`src/rtl/rr_onehot_arbiter.sv`:
```
// Round-robin arbiter: multi-bit request vector to a registered one-hot grant,
// with grant index, ack handshake and an optional no-ack watchdog.
module rr_onehot_arbiter #(
    parameter int N        = 8,
    parameter int IDX_W    = 3,
    parameter int MAX_HOLD = 16
) (
    input  logic             clk,
    input  logic             rst_n,
    input  logic [N-1:0]     req,
    input  logic             ack,
    output logic [N-1:0]     gnt,
    output logic             gnt_valid,
    output logic [IDX_W-1:0] gnt_idx,
    output logic             timeout
);

    // state | meaning
    // IDLE  | no grant outstanding; arbitrate on req every cycle
    // GRANT | one requester owns the resource until ack or watchdog expiry

    typedef enum logic {
        IDLE,
        GRANT
    } state_t;

    localparam int CNT_W = (MAX_HOLD > 1) ? $clog2(MAX_HOLD) + 1 : 1;
    localparam logic [CNT_W-1:0] HOLD_LAST = CNT_W'((MAX_HOLD > 0) ? MAX_HOLD - 1 : 0);
    localparam logic [CNT_W-1:0] CNT_SAT   = '1;
    localparam logic [N-1:0]     ONE       = N'(1);

    state_t             state, state_nxt;
    logic [IDX_W-1:0]   ptr, ptr_nxt;
    logic [CNT_W-1:0]   hold_cnt, hold_cnt_nxt;
    logic [N-1:0]       gnt_nxt;
    logic               gnt_valid_nxt;
    logic [IDX_W-1:0]   gnt_idx_nxt;
    logic               timeout_nxt;

    logic [IDX_W-1:0]   cand;
    logic [IDX_W-1:0]   win_idx;
    logic               win_found;
    logic               expire;

    // N is a power of two, so IDX_W-bit addition wraps the scan modulo N.
    always_comb begin
        win_found = 1'b0;
        win_idx   = '0;
        cand      = '0;
        for (int i = 0; i < N; i++) begin
            cand = ptr + IDX_W'(i);
            if (!win_found && req[cand]) begin
                win_found = 1'b1;
                win_idx   = cand;
            end
        end
    end

    assign expire = (MAX_HOLD != 0) && (hold_cnt == HOLD_LAST);

    always_comb begin
        state_nxt     = state;
        ptr_nxt       = ptr;
        hold_cnt_nxt  = hold_cnt;
        gnt_nxt       = gnt;
        gnt_valid_nxt = gnt_valid;
        gnt_idx_nxt   = gnt_idx;
        timeout_nxt   = 1'b0;
        case (state)
            IDLE: begin
                if (win_found) begin
                    gnt_nxt       = ONE << win_idx;
                    gnt_valid_nxt = 1'b1;
                    gnt_idx_nxt   = win_idx;
                    hold_cnt_nxt  = '0;
                    state_nxt     = GRANT;
                end
            end
            GRANT: begin
                if (ack || expire) begin
                    // Going through IDLE guarantees a zero-grant bubble between owners.
                    gnt_nxt       = '0;
                    gnt_valid_nxt = 1'b0;
                    ptr_nxt       = gnt_idx + 1'b1;
                    timeout_nxt   = !ack;
                    state_nxt     = IDLE;
                end else if (hold_cnt != CNT_SAT) begin
                    hold_cnt_nxt  = hold_cnt + 1'b1;
                end
            end
            default: begin
                state_nxt = IDLE;
            end
        endcase
    end

    always_ff @(posedge clk or negedge rst_n) begin
        if (!rst_n) begin
            state     <= IDLE;
            ptr       <= '0;
            hold_cnt  <= '0;
            gnt       <= '0;
            gnt_valid <= 1'b0;
            gnt_idx   <= '0;
            timeout   <= 1'b0;
        end else begin
            state     <= state_nxt;
            ptr       <= ptr_nxt;
            hold_cnt  <= hold_cnt_nxt;
            gnt       <= gnt_nxt;
            gnt_valid <= gnt_valid_nxt;
            gnt_idx   <= gnt_idx_nxt;
            timeout   <= timeout_nxt;
        end
    end

endmodule

```
`config.mk`:
```
export PLATFORM = sky130hd
export DESIGN_NAME = rr_onehot_arbiter
export DESIGN_NICKNAME = d
export VERILOG_FILES = /design/src/rtl/rr_onehot_arbiter.sv
export SDC_FILE = /design/constraint.sdc
export NUM_CORES = 1
export LEC_CHECK = 0
export ABC_AREA = 1
export CORE_MARGIN = 2
export CORE_UTILIZATION = 52
export CTS_BUF_LIST = sky130_fd_sc_hd__clkbuf_8
export CTS_CLUSTER_DIAMETER = 200
export DETAILED_ROUTE_END_ITERATION = 10
export PLACE_DENSITY = 0.79
export SETUP_SLACK_MARGIN = 0.02
export SKIP_CTS_REPAIR_TIMING = 1
export SLEW_MARGIN = 0
export SYNTH_ARGS = -nofsm -noshare
export SYNTH_HDL_FRONTEND = slang
export SYNTH_SLANG_ARGS = --single-unit
```
`constraint.sdc`:
```
create_clock -name clk -period 2.2 [get_ports clk]
set_input_delay 0.22 -clock clk [delete_from_list [all_inputs] [get_ports clk]]
set_output_delay 0.22 -clock clk [all_outputs]
set_load 0.02 [all_outputs]
```
==> impl_metrics.prom <==
# TYPE chip_impl_metric gauge
chip_impl_metric{name="clk_path_buf_depth",unit=""} 2
chip_impl_metric{name="holdWs",unit="ns"} 0.293
chip_impl_metric{name="synthesis.area_per_instance",unit="sq um"} 7.44
chip_impl_metric{name="worst_clock_skew",unit="ns"} 0.00497
chip_impl_info{name="rsz_0062_raised_after_global_routing",value="true"} 1
chip_impl_metric{name="preCtsSetupSlack",unit="ns"} 0.0106
chip_impl_metric{name="antenna_found_initial",unit=""} 0
chip_impl_metric{name="layout.cell_area.non_filler",unit="sq um"} 2370
chip_impl_info{name="ctsRootBufferMaster",value="sky130_fd_sc_hd__clkbuf_8"} 1
chip_impl_metric{name="die_area",unit="sq um"} 4010
chip_impl_metric{name="ys_warn_count",unit=""} 0
chip_impl_metric{name="worst-path-buf-inv",unit=""} 2
chip_impl_metric{name="post_route_insts_no_fill",unit=""} 333
chip_impl_metric{name="worst-endpoint-required",unit="ns"} 2.35
chip_impl_info{name="min-delay-path-class",value="in2async"} 1
chip_impl_metric{name="core-area",unit="sq um"} 3360
chip_impl_metric{name="count_of_state_elements_after_synthesis",unit=""} 22
chip_impl_metric{name="p_switching",unit="mW"} 2.26
chip_impl_metric{name="synth-edff-count",unit=""} 0
chip_impl_metric{name="grt_max_degree",unit=""} 23
chip_impl_metric{name="max_slew_margin",unit="%"} 74.6
chip_impl_metric{name="totalPowerFinal",unit="mW"} 4.17
chip_impl_metric{name="min_period_over_period",unit="%"} 98.8
chip_impl_info{name="synth-main-ff-cell",value="sky130_fd_sc_hd__dfrtp_1"} 1
chip_impl_metric{name="core.rowCount",unit=""} 21
chip_impl_info{name="path_common_cell",value="sky130_fd_sc_hd__nand2_1"} 1
chip_impl_metric{name="internal_power",unit="mW"} 1.91
chip_impl_metric{name="cp.arrival",unit="ns"} 2.32
chip_impl_metric{name="nFillCells",unit=""} 274
chip_impl_metric{name="tritoncts.num_buffers",unit=""} 3
chip_impl_metric{name="timing_worst_slew_pin_value",unit="ns"} 0.381
chip_impl_metric{name="setup_ws",unit="ns"} 0.0255
chip_impl_metric{name="final_period_minus_worst_setup_slack",unit="ns"} 2.17
chip_impl_metric{name="sequentialPowerShare",unit="%"} 15.7
chip_impl_metric{name="io_pins",unit=""} 24
chip_impl_metric{name="start_util",unit="%"} 54.4
chip_impl_metric{name="fp.dieH",unit="um"} 63.3
chip_impl_metric{name="design.final.nets",unit=""} 306
chip_impl_metric{name="num_vias",unit=""} 1677
chip_impl_metric{name="utilization",unit="%"} 70.6
chip_impl_metric{name="clk_pin_slew_worst_paths",unit="ns"} 0.07
chip_impl_metric{name="crit_path_max_fanout",unit=""} 6
chip_impl_info{name="post_synth_main_area_contributors",value="sky130_fd_sc_hd__dfrtp_1 (30%), sky130_fd_sc_hd__nand2_1 (13%), sky130_fd_sc_hd__nand3_2 (8.2%)"} 1
chip_impl_info{name="timing_worst_setup_path_type",value="reg2reg"} 1
chip_impl_metric{name="grt_first_pass_wirelength",unit="um"} 6620
chip_impl_metric{name="drcViolationCount",unit=""} 0
chip_impl_metric{name="grt_use_total",unit="%"} 20.5
chip_impl_metric{name="post_synth_num_cell_types",unit=""} 31
chip_impl_metric{name="finalSetupViolations",unit=""} 0
chip_impl_metric{name="clock.fmax",unit="MHz"} 460
chip_impl_metric{name="drtPass1Iterations",unit=""} 5
chip_impl_metric{name="final_max_slew_viol_count",unit=""} 0
chip_impl_metric{name="synth_largest_type_area_fraction",unit="%"} 30.1
chip_impl_metric{name="vias_in_the_first_global_route",unit=""} 1553
chip_impl_metric{name="portBuffers",unit=""} 23
chip_impl_info{name="tritoncts",value="built"} 1
chip_impl_info{name="run_status",value="finished, final reports clean"} 1
chip_impl_metric{name="syn-cell-area",unit="sq um"} 1830
chip_impl_metric{name="timing.setup.tns",unit="ns"} 0
chip_impl_metric{name="seq_area_frac_synth",unit="%"} 30.1
chip_impl_metric{name="insertion_delay",unit="ns"} 0.26
chip_impl_metric{name="synth_fp_nets",unit=""} 263
chip_impl_metric{name="max_cap_viol_count",unit=""} 0
chip_impl_metric{name="placed_cell_areas",unit="sq um"} 2230
chip_impl_metric{name="die_x",unit="um"} 63.3
chip_impl_metric{name="hold_viol_final",unit=""} 0
chip_impl_metric{name="antenna_violating_nets_left",unit=""} 0
chip_impl_info{name="synth_largest_area_cell",value="sky130_fd_sc_hd__dfrtp_1"} 1
chip_impl_metric{name="cell_depth_of_the_worst_setup_path",unit=""} 15
chip_impl_metric{name="ir_drop",unit="mV"} 1.08
chip_impl_metric{name="routed_wire_length_per_instance",unit="um"} 11.9
chip_impl_metric{name="htreeDepth",unit=""} 1
chip_impl_info{name="ys_top_cells_by_count",value="sky130_fd_sc_hd__nand2_1 (65), sky130_fd_sc_hd__nand3_1 (24), sky130_fd_sc_hd__inv_1 (23), sky130_fd_sc_hd__dfrtp_1 (22), sky130_fd_sc_hd__nor2_1 (19)"} 1
chip_impl_info{name="worstSetupEndpointType",value="flop"} 1
chip_impl_metric{name="synth_async_sr_flop_share",unit="%"} 100
chip_impl_metric{name="globalplace.congestion",unit=""} 0.913
chip_impl_metric{name="power_density",unit="nW/um^2"} 1760
chip_impl_metric{name="placedCellCount",unit=""} 328
chip_impl_info{name="yosys.cell_count.top_type",value="sky130_fd_sc_hd__nand2_1"} 1
chip_impl_info{name="cp_launch_type",value="flop"} 1
chip_impl_metric{name="gate_count_after_technology_mapping",unit=""} 246
chip_impl_info{name="cp_top_family",value="simple AND/OR/NAND/NOR gates"} 1
chip_impl_metric{name="area_overhead_of_the_layout_relative_to_synthesis",unit="%"} 29.7
chip_impl_metric{name="antenna_cells_inserted",unit=""} 0
chip_impl_metric{name="dp_hpwl",unit="um"} 3140
chip_impl_metric{name="post_drt_via_cell_ratio",unit=""} 5.04
chip_impl_info{name="cp_cell_sequence",value="inv_4 -> ha_4 -> nand3_2 -> nand3_4 -> nand2_4 -> nor2_8 -> nand4_4 -> nor2_4 -> nand3_1 -> nand2_1 -> nand2_1 -> nand2_2 -> inv_2 -> nand2_1 -> nand2_1"} 1
chip_impl_metric{name="cts.sinks",unit=""} 22
chip_impl_metric{name="power_frac_comb",unit="%"} 78.6
chip_impl_metric{name="share_of_layout_cells_above_drive_strength_1",unit="%"} 30.7
chip_impl_info{name="critical-path-slowest-cell",value="sky130_fd_sc_hd__dfrtp_2"} 1
chip_impl_metric{name="grt.overflow.total",unit=""} 0
chip_impl_metric{name="switching_share",unit="%"} 54.3
chip_impl_metric{name="count_of_cells_along_the_worst_register_to_register_path",unit=""} 15
chip_impl_metric{name="drtIter0Drc",unit=""} 86
chip_impl_metric{name="cellLeakagePower",unit="nW"} 1.17
chip_impl_metric{name="critical-path-max-stage-delay",unit="ns"} 0.41
chip_impl_metric{name="wl",unit="um"} 3960
chip_impl_metric{name="p_clk_share",unit="%"} 5.7
cell families (layout without fill, tap and decap cells):
| logic type | after synthesis | in the layout | share of synthesized area [%] |
|---|---|---|---|
| xor gates and xnor gates | 7 | 7 | 3.35 |
| AOI/OAI and AO/OA | 20 | 20 | 6.63 |
| adders and majority gates | 6 | 6 | 4.10 |
| and+or+nand+nor | 153 | 153 | 46.5 |
| buffers and inverters | 38 | 79 | 9.36 |
| DFF | 22 | 22 | 30.1 |
worst reg2reg max path, cell delays in order (launching register included):
cell                      delay [ns]
sky130_fd_sc_hd__dfrtp_2        0.41
sky130_fd_sc_hd__inv_4          0.05
sky130_fd_sc_hd__ha_4           0.34
sky130_fd_sc_hd__nand3_2        0.15
sky130_fd_sc_hd__nand3_4        0.13
sky130_fd_sc_hd__nand2_4        0.07
sky130_fd_sc_hd__nor2_8         0.11
sky130_fd_sc_hd__nand4_4        0.12
sky130_fd_sc_hd__nor2_4         0.15
sky130_fd_sc_hd__nand3_1        0.08
sky130_fd_sc_hd__nand2_1        0.11
sky130_fd_sc_hd__nand2_1        0.07
sky130_fd_sc_hd__nand2_2        0.11
sky130_fd_sc_hd__inv_2          0.05
sky130_fd_sc_hd__nand2_1        0.07
sky130_fd_sc_hd__nand2_1        0.06
cells in the final DEF (no fill, tap or decap), types with 5 or more instances in the layout:
master / Yosys / final
sky130_fd_sc_hd__dfrtp_1: 22 / 21
sky130_fd_sc_hd__nand2_4: 8 / 8
sky130_fd_sc_hd__buf_4: 2 / 18
sky130_fd_sc_hd__o21ai_0: 7 / 7
sky130_fd_sc_hd__o21bai_1: 5 / 5
sky130_fd_sc_hd__inv_1: 23 / 22
sky130_fd_sc_hd__inv_2: 10 / 9
sky130_fd_sc_hd__nand3_2: 15 / 15
sky130_fd_sc_hd__nand3_1: 24 / 22
sky130_fd_sc_hd__nand2_2: 9 / 12
sky130_fd_sc_hd__nor2_1: 19 / 19
sky130_fd_sc_hd__nand2_1: 65 / 62
sky130_fd_sc_hd__clkdlybuf4s50_1: 0 / 23
layer usage:
layer	up-vias	share of wire, %	global-route usage, %
met5	-	0	0
li1	872	-	-
met2	29	48	34.5
met4	0	0.43	3.26
met3	5	3.9	3.39
met1	771	47	28.1
layout make-up:
class / count / area [sq um] / area share (%)
sequential: 22 / 552 / 23.2
inverter: 34 / 138 / 5.80
multi-input combinational: 186 / 1210 / 50.9
clock buffer: 3 / 41.3 / 1.74
timing repair buffer: 42 / 377 / 15.9
tap: 46 / 57.6 / 2.42
final timing paths:
check,slack (ns),startpoint,end
max,0.03,ptr[0]$_DFFE_PN0P_,gnt[4]$_DFFE_PN0P_
min,0.29,rst_n,hold_cnt[2]$_DFFE_PN0P_
max reg2reg,0.03,ptr[0]$_DFFE_PN0P_,gnt[4]$_DFFE_PN0P_
min reg2reg,0.50,gnt[0]$_DFFE_PN0P_,gnt[0]$_DFFE_PN0P_
max in group asynchronous,1.68,rst_n,ptr[0]$_DFFE_PN0P_
min in group clk,0.50,gnt[0]$_DFFE_PN0P_,gnt[0]$_DFFE_PN0P_
power groups by stage:
stage / logic [mW] / clock network [mW] / registers, mW
after floorplan: 2.18 / 0 / 0.711
after detailed placement: 3.06 / 0 / 0.654
after global routing: 3.64 / 0.266 / 0.668
after CTS: 3.08 / 0.243 / 0.648
after global placement: 3.04 / 0 / 0.647
final: 3.28 / 0.238 / 0.653
registers in the layout, indices dropped and copies added, names as in the netlist:
| signal | cells |
|---|---|
| gnt | 8 |
| hold_cnt | 5 |
| gnt_idx | 3 |
| ptr | 3 |
| gnt_valid | 1 |
| state | 1 |
| timeout | 1 |
Power figures use the tool's default switching activity.
